$ cat src/rtl/mem_arb_pkg.sv
// Shared types for the memory arbiter: FSM states, grant owner and the
// fetch/data arbitration rule.
package mem_arb_pkg;

    typedef enum logic [1:0] {
        IDLE,
        ISSUE,
        WAIT,
        RESP
    } state_t;

    typedef enum logic {
        OWN_IF,
        OWN_D
    } owner_t;

    // Data wins by default; fetch wins a tie when data took the last completed grant.
    function automatic owner_t arb_pick(input logic if_req, input logic d_req, input logic last_d);
        if (d_req && !(if_req && last_d)) begin
            return OWN_D;
        end
        return OWN_IF;
    endfunction

endpackage

$ cat src/rtl/mem_arb_watchdog.sv
// WAIT-phase timeout counter: armed by start, fires expired in the TIMEOUT-th
// consecutive cycle without ready, then disarms until the next start.
module mem_arb_watchdog #(
    parameter int TIMEOUT = 255
) (
    input  logic clk,
    input  logic rst,
    input  logic start,
    input  logic ready,
    output logic expired
);

    localparam int CW = (TIMEOUT < 2) ? 1 : $clog2(TIMEOUT);

    logic [CW-1:0] cnt_q, cnt_d;
    logic          armed_q, armed_d;

    always_comb begin
        cnt_d   = cnt_q;
        armed_d = armed_q;
        expired = armed_q && !ready && (cnt_q == CW'(TIMEOUT - 1));
        if (start) begin
            cnt_d   = '0;
            armed_d = 1'b1;
        end else if (armed_q) begin
            if (ready || expired) begin
                armed_d = 1'b0;
            end else begin
                cnt_d = cnt_q + 1'b1;
            end
        end
    end

    always_ff @(posedge clk) begin
        if (rst) begin
            cnt_q   <= '0;
            armed_q <= 1'b0;
        end else begin
            cnt_q   <= cnt_d;
            armed_q <= armed_d;
        end
    end

endmodule

$ cat src/rtl/mem_arbiter.sv
// Two-port (fetch/data) arbiter onto one backing memory: IDLE->ISSUE->WAIT->RESP.
// Define MEM_ARB_TIMEOUT_EN to abort a WAIT after TIMEOUT cycles with err=1.
module mem_arbiter
    import mem_arb_pkg::*;
#(
    parameter int DATA_WIDTH = 32,
    parameter int TIMEOUT    = 255
) (
    input  logic                  clk,
    input  logic                  rst,
    input  logic                  if_req,
    input  logic [DATA_WIDTH-1:0] if_addr,
    output logic [DATA_WIDTH-1:0] if_rdata,
    output logic                  if_ready,
    output logic                  if_err,
    input  logic                  d_req,
    input  logic                  d_we,
    input  logic                  d_addrmode,
    input  logic [DATA_WIDTH-1:0] d_addr,
    input  logic [DATA_WIDTH-1:0] d_wdata,
    output logic [DATA_WIDTH-1:0] d_rdata,
    output logic                  d_ready,
    output logic                  d_err,
    output logic                  mem_req,
    output logic                  mem_we,
    output logic                  mem_addrmode,
    output logic [DATA_WIDTH-1:0] mem_addr,
    output logic [DATA_WIDTH-1:0] mem_wdata,
    input  logic                  mem_ready,
    input  logic [DATA_WIDTH-1:0] mem_rdata
);

    state_t                state_q, state_d;
    owner_t                owner_q, owner_d;
    logic                  we_q, we_d;
    logic                  am_q, am_d;
    logic [DATA_WIDTH-1:0] addr_q, addr_d;
    logic [DATA_WIDTH-1:0] wdata_q, wdata_d;
    logic                  last_d_q, last_d_d;
    logic [DATA_WIDTH-1:0] if_rdata_q, if_rdata_d;
    logic [DATA_WIDTH-1:0] d_rdata_q, d_rdata_d;
    logic                  err_q, err_d;
    logic [DATA_WIDTH-1:0] rsp_dat;
    logic                  wd_expired;
    logic                  issue;

    if (TIMEOUT < 1) begin : g_bad_timeout
        $error("mem_arbiter: TIMEOUT must be at least 1");
    end

`ifdef MEM_ARB_TIMEOUT_EN
    mem_arb_watchdog #(
        .TIMEOUT(TIMEOUT)
    ) u_watchdog (
        .clk    (clk),
        .rst    (rst),
        .start  (issue),
        .ready  (mem_ready),
        .expired(wd_expired)
    );
`else
    assign wd_expired = 1'b0;
`endif

    always_comb begin
        state_d    = state_q;
        owner_d    = owner_q;
        we_d       = we_q;
        am_d       = am_q;
        addr_d     = addr_q;
        wdata_d    = wdata_q;
        last_d_d   = last_d_q;
        if_rdata_d = if_rdata_q;
        d_rdata_d  = d_rdata_q;
        err_d      = err_q;
        rsp_dat    = '0;
        case (state_q)
            IDLE: begin
                if (if_req || d_req) begin
                    state_d = ISSUE;
                    owner_d = arb_pick(if_req, d_req, last_d_q);
                    if (owner_d == OWN_D) begin
                        we_d    = d_we;
                        am_d    = d_addrmode;
                        addr_d  = d_addr;
                        wdata_d = d_wdata;
                    end else begin
                        we_d    = 1'b0;
                        am_d    = 1'b0;
                        addr_d  = if_addr;
                        wdata_d = '0;
                    end
                end
            end
            ISSUE: state_d = WAIT;
            WAIT: begin
                // A write completion or a timeout abort returns zero data.
                if (mem_ready || wd_expired) begin
                    state_d = RESP;
                    err_d   = !mem_ready;
                    rsp_dat = (mem_ready && !we_q) ? mem_rdata : '0;
                    if (owner_q == OWN_D) begin
                        d_rdata_d = rsp_dat;
                    end else begin
                        if_rdata_d = rsp_dat;
                    end
                end
            end
            RESP: begin
                state_d  = IDLE;
                last_d_d = (owner_q == OWN_D);
            end
            default: state_d = IDLE;
        endcase
    end

    always_ff @(posedge clk) begin
        if (rst) begin
            state_q    <= IDLE;
            owner_q    <= OWN_IF;
            we_q       <= 1'b0;
            am_q       <= 1'b0;
            addr_q     <= '0;
            wdata_q    <= '0;
            last_d_q   <= 1'b0;
            if_rdata_q <= '0;
            d_rdata_q  <= '0;
            err_q      <= 1'b0;
        end else begin
            state_q    <= state_d;
            owner_q    <= owner_d;
            we_q       <= we_d;
            am_q       <= am_d;
            addr_q     <= addr_d;
            wdata_q    <= wdata_d;
            last_d_q   <= last_d_d;
            if_rdata_q <= if_rdata_d;
            d_rdata_q  <= d_rdata_d;
            err_q      <= err_d;
        end
    end

    assign issue        = (state_q == ISSUE);
    assign mem_req      = issue;
    assign mem_we       = issue && we_q;
    assign mem_addrmode = issue && am_q;
    assign mem_addr     = issue ? addr_q : '0;
    assign mem_wdata    = issue ? wdata_q : '0;

    assign if_ready = (state_q == RESP) && (owner_q == OWN_IF);
    assign d_ready  = (state_q == RESP) && (owner_q == OWN_D);
    assign if_err   = if_ready && err_q;
    assign d_err    = d_ready && err_q;
    assign if_rdata = if_rdata_q;
    assign d_rdata  = d_rdata_q;

endmodule
$ cat config.mk
export PLATFORM = sky130hd
export DESIGN_NAME = mem_arbiter
export DESIGN_NICKNAME = d
export VERILOG_FILES = /design/src/rtl/mem_arb_pkg.sv /design/src/rtl/mem_arb_watchdog.sv /design/src/rtl/mem_arbiter.sv
export SDC_FILE = /design/constraint.sdc
export NUM_CORES = 1
export LEC_CHECK = 0
export BUFFER_PORTS_ARGS = -buffer_cell sky130_fd_sc_hd__buf_2
export CAP_MARGIN = 15
export CORE_ASPECT_RATIO = 1.2
export CORE_MARGIN = 3
export CORE_UTILIZATION = 49
export CTS_CLUSTER_SIZE = 30
export DETAILED_ROUTE_END_ITERATION = 12
export PLACE_DENSITY = 0.85
export SLEW_MARGIN = 30
export SYNTH_ARGS = -nofsm -noshare
export SYNTH_HDL_FRONTEND = slang
export SYNTH_SLANG_ARGS = --single-unit
$ cat constraint.sdc
create_clock -name clk -period 3.45 [get_ports clk]
set_input_delay 0.1725 -clock clk [delete_from_list [all_inputs] [get_ports clk]]
set_output_delay 0.1725 -clock clk [all_outputs]
set_load 0.1 [all_outputs]
==> reports/qor.yml, run 1 <==
sta:
  finalSetupTns_ns: 0
  worst_slew_pin_slew_ns: 0.862
  skew_ns: 0.0108
  fin_crit_sh_pct: 61.6
  setup_viol: 0
  min_period_ns: 2.12
  report.final.slew_viol_count: 0
  fmax_mhz: 471
  whs_ns: 0.00700
  grt_setup_unrepaired: "false"
  relSlewSlack_pct: 42.6
  finalHoldViolCount: 0
critical_path:
  reg2reg_depth: 6
  crit_start: "state_q[1]"
  cp_slowest_cell: "buf_2"
  reg2reg_to: "addr_q[1]"
  critPathLaunchType: "flop"
  slowest_delay_ns: 0.44
  worstPathRequired_ns: 3.28
  worstPathCellList: "inv_1 -> ha_1 -> buf_4 -> and2_1 -> buf_2"
  path_class: "reg2out"
  crit_path_end_kind: "output pin"
  cp_max_fo: 34
  r2r_start: "state_q[0]"
  crit_end: "mem_addr[14]"
  arrival_ns: 1.95
  reg2reg_slack_ns: 1.41
global_routing:
  grt_max_degree: 85
  grt_remaining_overflow: 0
  grt_pass1_wl_mm: 26.7
  grt_use_total_pct: 27.2
  antenna_found_initial: 0
  grt_pass1_vias: 5574
floorplanning:
  row_count: 41
  pin_count: 270
  dieArea_um2: 12500
  initial_utilization_pct: 51.1
  die_h_um: 122
  die_x_um: 103
  coreArea_um2: 10700
placement:
  portBuffers: 269
  gp_congestion: 0.843
  dp_hpwl_mm: 11.1
clock_tree:
  tritoncts: "done"
  numCtsBuffers: 17
  cts_resized: 0
  clockBufferDepth: 2
  clock-root-buffer: "clkbuf_16"
  htreeDepth: 4
  clock-sinks: 135
  insertion_delay_ns: 0.41
  clkTransAtPathRegs_ns: 0.06
power_and_ir_drop:
  ir_drop_uv: 573
  power.switching_mw: 2.46
  p_leak_nw: 3.72
  p_clk_share_pct: 30.4
  swShare_pct: 41.3
  finalPower_mw: 5.95
  powerDensity_nw_per_um2: 755
  p_comb_share_pct: 37.5
  p_int_mw: 3.50
  seqPwrFrac_pct: 32.0
drt:
  dr.pass1.iters: 7
  wirelength_mm: 17.4
  wl_met3_mm: 1.48
  drc: 0
  vias_per_cell: 5.38
  vias: 5826
  wl_met2_mm: 8.97
  wirelength_met1_mm: 6.29
  wl_per_cell_um: 16.1
  drt_iter0_markers: 314
  topRoutingLayerUsed: "met4"
  ant_nets: 0
cells_and_area:
  diodes: 0
  num-fill-cells: 824
  fin_util_pct: 73.5
  nets: 1082
  drive_gt1_share_pct: 32.8
  mostFrequentLayoutCells: "buf_2, dfxtp_1, nand2_1, a21oi_1, and2_1"
  final_common_cell: "buf_2"
  area_growth_pct: 43.9
yosys:
  yosysSeqAreaShare_pct: 49.3
  synth_nets: 792
  synthDistinctLibCells: 29
  ys.flop_type: "dfxtp_1"
  syn-instance-count: 652
  async_flop_share_pct: 0
  synth_edf_count: 0
  yosys_register_bits: 135
  netlist_area_um2: 5480
  yosys_warnings: 0
  avgSynthCellArea_um2: 8.40
status:
  status: "complete, no violations"
hold_path:
  hold_path_class: "in2reg"
flow_run:
  maxCapViolCount: 0
## layout make-up
type	count	area [um2]	area share (%)
Timing Repair Buffer	330	1920	24.4
Clock inverter	7	120	1.52
Multi-Input combinational cell	453	2480	31.5
Inverter	5	18.8	0.238
Sequential cell	135	2700	34.3
Clock buffer	24	472	5.98
Tap cell	129	161	2.05
## cells by family (layout without fill, tap and decap cells)
family / Yosys count / in the layout / synth area share, %
muxes: 1 / 1 / 0.183
and+or+nand+nor: 276 / 276 / 24.0
buffers and inverters: 64 / 366 / 5.44
adders and majority gates: 5 / 5 / 1.14
DFF: 135 / 135 / 49.3
AOI/OAI and AO/OA: 171 / 171 / 19.9
## worst min-delay path by stage
stage	endpoint	cells past startpoint	startpoint	slack, ns
4_1_cts	addr_q[16]	3	if_addr[16]	0.0004
6_report	addr_q[23]	3	if_addr[23]	0.007
5_1_grt	d_rdata[31]	3	mem_rdata[31]	0.007
2_1_floorplan	err_q	1	mem_ready	0.26
3_5_place_dp	wdata_q[28]	2	d_wdata[28]	0.39
3_3_place_gp	wdata_q[3]	2	d_wdata[3]	0.39
## routing by layer
layer,vias up,track usage [%]
li1,2809,-
met3,55,9.39
met1,2667,29.6
met5,-,0
met4,0,13.9
met2,295,46.2
## cell usage after synthesis, types with 2 or more instances
cell / instances / area (um2)
inv_1: 5 / 18.8
ha_1: 5 / 62.6
a22o_1: 34 / 298
buf_2: 25 / 125
nor2_1: 36 / 135
nor2b_1: 2 / 12.5
nand3_1: 65 / 325
and2_1: 67 / 419
a211oi_1: 33 / 248
and3_1: 3 / 18.8
buf_1: 3 / 11.3
nand2_1: 98 / 368
buf_6: 3 / 33.8
dfxtp_1: 135 / 2700
a21oi_1: 98 / 490
clkbuf_1: 27 / 101
## worst max-delay path: cells and delay by family (launching register included)
family,cells,cell delay (ns)
buf+inv,3,0.83
flops,1,0.35
simple gates,1,0.19
fa+ha+maj,1,0.17
## metrics by stage
step	cells	worst slack [ns]	instance area, um2
after floorplan	652	0.648	5480
after global placement	1004	1.55	6810
after detailed placement	1004	1.47	6810
after CTS	1083	1.32	7880
after global routing	1083	1.21	7880
final	1083	1.33	7880
## flip-flops by register name, indices dropped and copies added (netlist names)
register / cells
owner_q: 1
we_q: 1
if_rdata: 32
state_q: 2
d_rdata: 32
err_q: 1
last_d_q: 1
am_q: 1
addr_q: 32
wdata_q: 32
## what timing repair did
action	in CTS	in global routing
buffers inserted	0	0
hold endpoints to repair	48	0
hold buffers	48	0
## power groups by stage
stage | sequential (mW) | clock, mW | combinational [mW]
finish | 1.91 | 1.81 | 2.23
global route | 1.93 | 1.89 | 2.39
CTS | 1.90 | 1.83 | 2.22
detailed placement | 1.93 | 0 | 2.17
global placement | 1.93 | 0 | 2.15
floorplan | 2.04 | 0 | 1.66
Power figures use the tool's default switching activity.
==> inputs of run 2 (changes only) <==
--- a/config.mk
+++ b/config.mk
@@ -9,10 +9,10 @@
 export CAP_MARGIN = 15
 export CORE_ASPECT_RATIO = 1.2
 export CORE_MARGIN = 3
-export CORE_UTILIZATION = 49
+export CORE_UTILIZATION = 46
 export CTS_CLUSTER_SIZE = 30
 export DETAILED_ROUTE_END_ITERATION = 12
-export PLACE_DENSITY = 0.85
+export PLACE_DENSITY = 0.8
 export SLEW_MARGIN = 30
 export SYNTH_ARGS = -nofsm -noshare
 export SYNTH_HDL_FRONTEND = slang
==> constraint.sdc (replaced) <==
create_clock -name clk -period 2.1 [get_ports clk]
set_input_delay 0.105 -clock clk [delete_from_list [all_inputs] [get_ports clk]]
set_output_delay 0.105 -clock clk [all_outputs]
set_load 0.1 [all_outputs]
==> run 2 against run 1 <==
  * Global-route usage rose by 5.0 points
  * Largest cell class is now buffers
  * Sequential share of layout area fell by 6.1 points
  * Clock-buffer cell count fell by 6
  * Clock power rose by 80%
  * Utilization rose by 9.0 points
  * Final cell count rose by 7.5%
==> reports/qor.yml, run 2 (synthesis gave the netlist of run 1 again) <==
power_and_ir_drop:
  ir_drop_uv: 875
  swShare_pct: 39.9
  p_comb_share_pct: 41.6
  finalPower_mw: 11.0
  powerDensity_nw_per_um2: 1150
  p_leak_nw: 4.19
  seqPwrFrac_pct: 28.7
  p_clk_share_pct: 29.7
  p_int_mw: 6.61
  power.switching_mw: 4.39
sta:
  fmax_mhz: 508
  setup_viol: 0
  finalHoldViolCount: 0
  finalSetupTns_ns: 0
  report.final.slew_viol_count: 0
  worst_slew_pin_slew_ns: 0.682
  relSlewSlack_pct: 54.5
  grt_setup_unrepaired: "false"
  layout_setup_ws_ns: 0.131
  min_period_ns: 1.97
  skew_ns: 0.00712
  fin_crit_sh_pct: 93.8
clock_tree:
  post_cts_buffers: 0
  tritoncts: "done"
  clock-root-buffer: "clkbuf_16"
  clockBufferDepth: 2
  numCtsBuffers: 17
  htreeDepth: 4
  clock-sinks: 135
  clkTransAtPathRegs_ns: 0.06
  insertion_delay_ns: 0.41
critical_path:
  cp_max_fo: 19
  crit_end: "addr_q[29]"
  critPathLaunchType: "flop"
  worstPathRequired_ns: 2.39
  path_class: "reg2reg"
  reg2reg_depth: 6
  reg2reg_slack_ns: 0.13
  crit_path_end_kind: "flop"
  reg2reg_to: "addr_q[29]"
  r2r_start: "state_q[0]"
  arrival_ns: 2.26
  crit_start: "state_q[0]"
global_routing:
  antenna_found_initial: 0
  grt_max_degree: 68
  grt_remaining_overflow: 0
  grt_use_total_pct: 32.2
  grt_pass1_wl_mm: 33.9
  grt_pass1_vias: 6602
cells_and_area:
  fin_area_um2: 9580
  seq_area_um2: 2700
  final_common_cell: "buf_2"
  num-fill-cells: 629
  nets: 1134
  diodes: 0
  mostFrequentLayoutCells: "buf_2, dfxtp_1, dlygate4sd3_1"
  multi_input_area_um2: 2560
  fin_util_pct: 82.5
  drive_gt1_share_pct: 35.8
  area_growth_pct: 75.0
drt:
  wirelength_mm: 21.5
  wl_per_cell_um: 18.5
  dr.pass1.iters: 5
  drc: 0
  vias_per_cell: 5.41
  ant_nets: 0
  drt_iter0_markers: 472
  vias: 6301
flow_run:
  maxCapViolCount: 0
floorplanning:
  die_x_um: 106
  initial_utilization_pct: 47.1
  row_count: 43
  die_h_um: 126
  dieArea_um2: 13300
  coreArea_um2: 11600
  pin_count: 270
placement:
  dpl-instance-area_um2: 7930
  gp_congestion: 0.825
  dp_hpwl_mm: 12.1
  portBuffers: 269
  place_ws_ns: 0.291
hold_path:
  hold_path_class: "in2reg"
status:
  status: "complete, no violations"
run 2: changes by cell type in the layout (fill, tap and decap cells not counted), moves of 4 or more:
cell and change:
and2_1 -40, buf_12 +68, and2_2 +40, dlygate4sd3_1 +51
buf_2 -66, clkbuf_1 -4, inv_6 +4
run 2: worst min path at each step:
stage	start	end	slack (ns)	cells after the start
final	d_addr[22]	addr_q[22]	0.02	3
after global routing	d_addr[13]	addr_q[13]	0.03	3
after CTS	d_addr[21]	addr_q[21]	0.007	3
after detailed placement	d_wdata[4]	wdata_q[4]	0.33	2
after global placement	d_wdata[12]	wdata_q[12]	0.32	2
after floorplan	mem_ready	err_q	0.20	1
run 2: power by group through the flow:
stage	sequential (mW)	clock, mW	combinational (mW)
after global routing	3.21	3.40	4.80
after detailed placement	3.18	0	4.29
after CTS	3.13	3.30	4.45
final	3.16	3.26	4.57
after floorplan	3.36	0	2.75
after global placement	3.15	0	4.24
run 2: cell type report:
type / instances / share of cell area (%)
Multi-Input combinational cell: 453 / 26.7
Timing Repair Buffer: 382 / 36.1
Sequential cell: 135 / 28.2
Clock inverter: 14 / 2.30
Clock buffer: 18 / 4.48
Tap cell: 157 / 2.05
Inverter: 5 / 0.196
run 2: critical path, cell delays in order, from the launching register on:
cell and delay [ns]:
dfxtp_1 0.42, inv_1 0.11, ha_1 0.30, o21ai_4 0.24, buf_4 0.31, a21oi_1 0.08, a211oi_1 0.38
run 2: metal layers:
metal / track usage, % / part of all wire (%) / wire, um / vias to the layer above
li1: - / - / - / 2917
met1: 32.3 / 34 / 7200 / 2932
met2: 58.9 / 53 / 11300 / 371
met3: 9.45 / 8.3 / 1790 / 81
met4: 18.1 / 5.5 / 1170 / 0
met5: 0 / 0 / 0 / -
run 2: repair_timing:
item	CTS	global route
hold buffers	99	0
endpoints found under the setup margin	0	45
hold endpoints to repair	130	0
resized for setup	0	2
run 2: stage by stage:
stage               hold slack (ns)  std cells
floorplan                     0.199        652
global placement              0.320       1033
detailed placement            0.325       1033
CTS                         0.00651       1164
global route                 0.0281       1164
finish                       0.0194       1164
==> inputs of run 3 (changes only) <==
==> constraint.sdc (replaced) <==
create_clock -name clk -period 2.25 [get_ports clk]
set_input_delay 0.1125 -clock clk [delete_from_list [all_inputs] [get_ports clk]]
set_output_delay 0.1125 -clock clk [all_outputs]
set_load 0.1 [all_outputs]
==> run 3 against run 2 <==
  * Routed wire length decreased by 10%
  * Critical endpoint is now mem_wdata[16]
  * Critical path depth shrank 1
  * Clock skew decreased by 0.00057 ns
  * Highest routed layer unchanged
  * Clock-buffer cell count grew 4
  * Setup slack got worse by 0.010 ns
  * Via count decreased by 1.6%
==> reports/qor.yml, run 3 (synthesis gave the netlist of run 1 again) <==
cells_and_area:
  diodes: 0
  final_common_cell: "buf_2"
  area_growth_pct: 57.0
  nets: 1134
  final_cells: 1164
  mostFrequentLayoutCells: "buf_2, dfxtp_1, dlygate4sd3_1"
  drive_gt1_share_pct: 35.9
placement:
  dp_hpwl_mm: 11.4
  gp_congestion: 0.845
  placed_cells: 1033
  portBuffers: 269
sta:
  worst_slew_pin_slew_ns: 0.698
  finalHoldViolCount: 0
  min_period_ns: 2.13
  skew_ns: 0.00654
  fin_crit_sh_pct: 94.6
  grt_setup_unrepaired: "false"
  report.final.slew_viol_count: 0
  fmax_mhz: 470
  setup_viol: 0
  finalSetupTns_ns: 0
  relSlewSlack_pct: 53.5
power_and_ir_drop:
  p_int_mw: 5.76
  ir_drop_uv: 1110
  p_leak_nw: 4.02
  p_comb_share_pct: 36.7
  seqPwrFrac_pct: 30.6
  finalPower_mw: 9.63
  p_clk_share_pct: 32.7
  powerDensity_nw_per_um2: 1120
  swShare_pct: 40.1
  power.switching_mw: 3.87
clock_tree:
  insertion_delay_ns: 0.41
  tritoncts: "done"
  htreeDepth: 4
  cts_resized: 0
  numCtsBuffers: 17
  clockBufferDepth: 2
  clock-sinks: 135
  clkTransAtPathRegs_ns: 0.06
  clock-root-buffer: "clkbuf_16"
  post_cts_buffers: 0
hold_path:
  hold_start: "d_addr[20]"
  whs_path_depth: 3
  hold_end: "addr_q[20]"
  hold_path_class: "in2reg"
critical_path:
  worstPathRequired_ns: 2.14
  reg2reg_to: "addr_q[21]"
  cp_slowest_cell: "buf_2"
  slowest_delay_ns: 0.43
  reg2reg_slack_ns: 0.40
  r2r_start: "state_q[0]"
  worst-path-stages: 5
  cp_num_buf_inv: 3
  critPathLaunchType: "flop"
  path_delay_family: "buffers and inverters"
  cp_max_fo: 45
  worstPathCellList: "inv_1 -> ha_2 -> buf_4 -> and2_2 -> buf_2"
  reg2reg_depth: 6
  crit_path_end_kind: "output pin"
  arrival_ns: 2.02
  path_class: "reg2out"
drt:
  wirelength_mm: 19.3
  vias: 6198
  wl_per_cell_um: 16.6
  vias_per_cell: 5.32
  drc: 0
  dr.pass1.iters: 5
  drt_iter0_markers: 386
  ant_nets: 0
global_routing:
  grt_pass1_wl_mm: 30.6
  grt_pass1_vias: 6178
  grt_use_total_pct: 28.4
  grt_max_degree: 68
  antenna_found_initial: 0
  grt_remaining_overflow: 0
floorplanning:
  row_count: 43
  die_x_um: 106
  coreArea_um2: 11600
  die_h_um: 126
  pin_count: 270
  initial_utilization_pct: 47.1
  dieArea_um2: 13300
status:
  status: "complete, no violations"
flow_run:
  maxCapViolCount: 0
## run 3: worst max-delay path by stage
stage                     to  startpoint
2_1_floorplan    mem_addr[0]  state_q[1]
3_3_place_gp      addr_q[25]  state_q[0]
3_5_place_dp      addr_q[24]  state_q[0]
4_1_cts         mem_wdata[6]  state_q[1]
5_1_grt        mem_wdata[17]  state_q[1]
6_report       mem_wdata[16]  state_q[1]
## run 3: layout make-up
class	instances	area, um2
Clock buffer	22	494
Tap cell	157	196
Timing Repair Buffer	382	2450
Inverter	5	18.8
Clock inverter	10	189
Sequential cell	135	2700
Fill cell	808	3020
Multi-Input combinational cell	453	2540
## run 3: metrics by stage
step	setup WS [ns]	hold WS, ns	utilization, %	instance area [um2]
global placement	0.577	0.327	59.6	6920
finish	0.121	0.0266	74.0	8600
CTS	0.135	0.00851	74.0	8600
floorplan	0.144	0.207	-	5530
detailed placement	0.445	0.333	59.6	6920
global route	0.00217	0.0311	74.0	8600
## run 3: power by group through the flow
stage	clock (mW)	sequential, mW	combinational (mW)
floorplan	0	3.13	2.57
global placement	0	2.97	3.31
detailed placement	0	2.98	3.35
CTS	3.18	2.94	3.49
global route	3.30	2.99	3.75
finish	3.15	2.94	3.53
## run 3: tightest hold or removal path, cell delays in order
cell	delay [ns]
buf_2	0.10
a21oi_1	0.11
a211oi_1	0.07
## run 3: routing by layer
| layer | vias to the layer above | part of all wire [%] | GRT usage, % |
|---|---|---|---|
| met5 | - | 0 | 0 |
| met4 | 0 | 4.0 | 13.2 |
| met3 | 70 | 8.3 | 9.24 |
| met2 | 364 | 52 | 50.9 |
| met1 | 2844 | 36 | 30.0 |
| li1 | 2920 | - | - |
## run 3: timing repair
| item | CTS | global route |
|---|---|---|
| hold buffers | 99 | 0 |
| setup endpoints to repair | 0 | 0 |
| hold endpoints to repair | 127 | 0 |
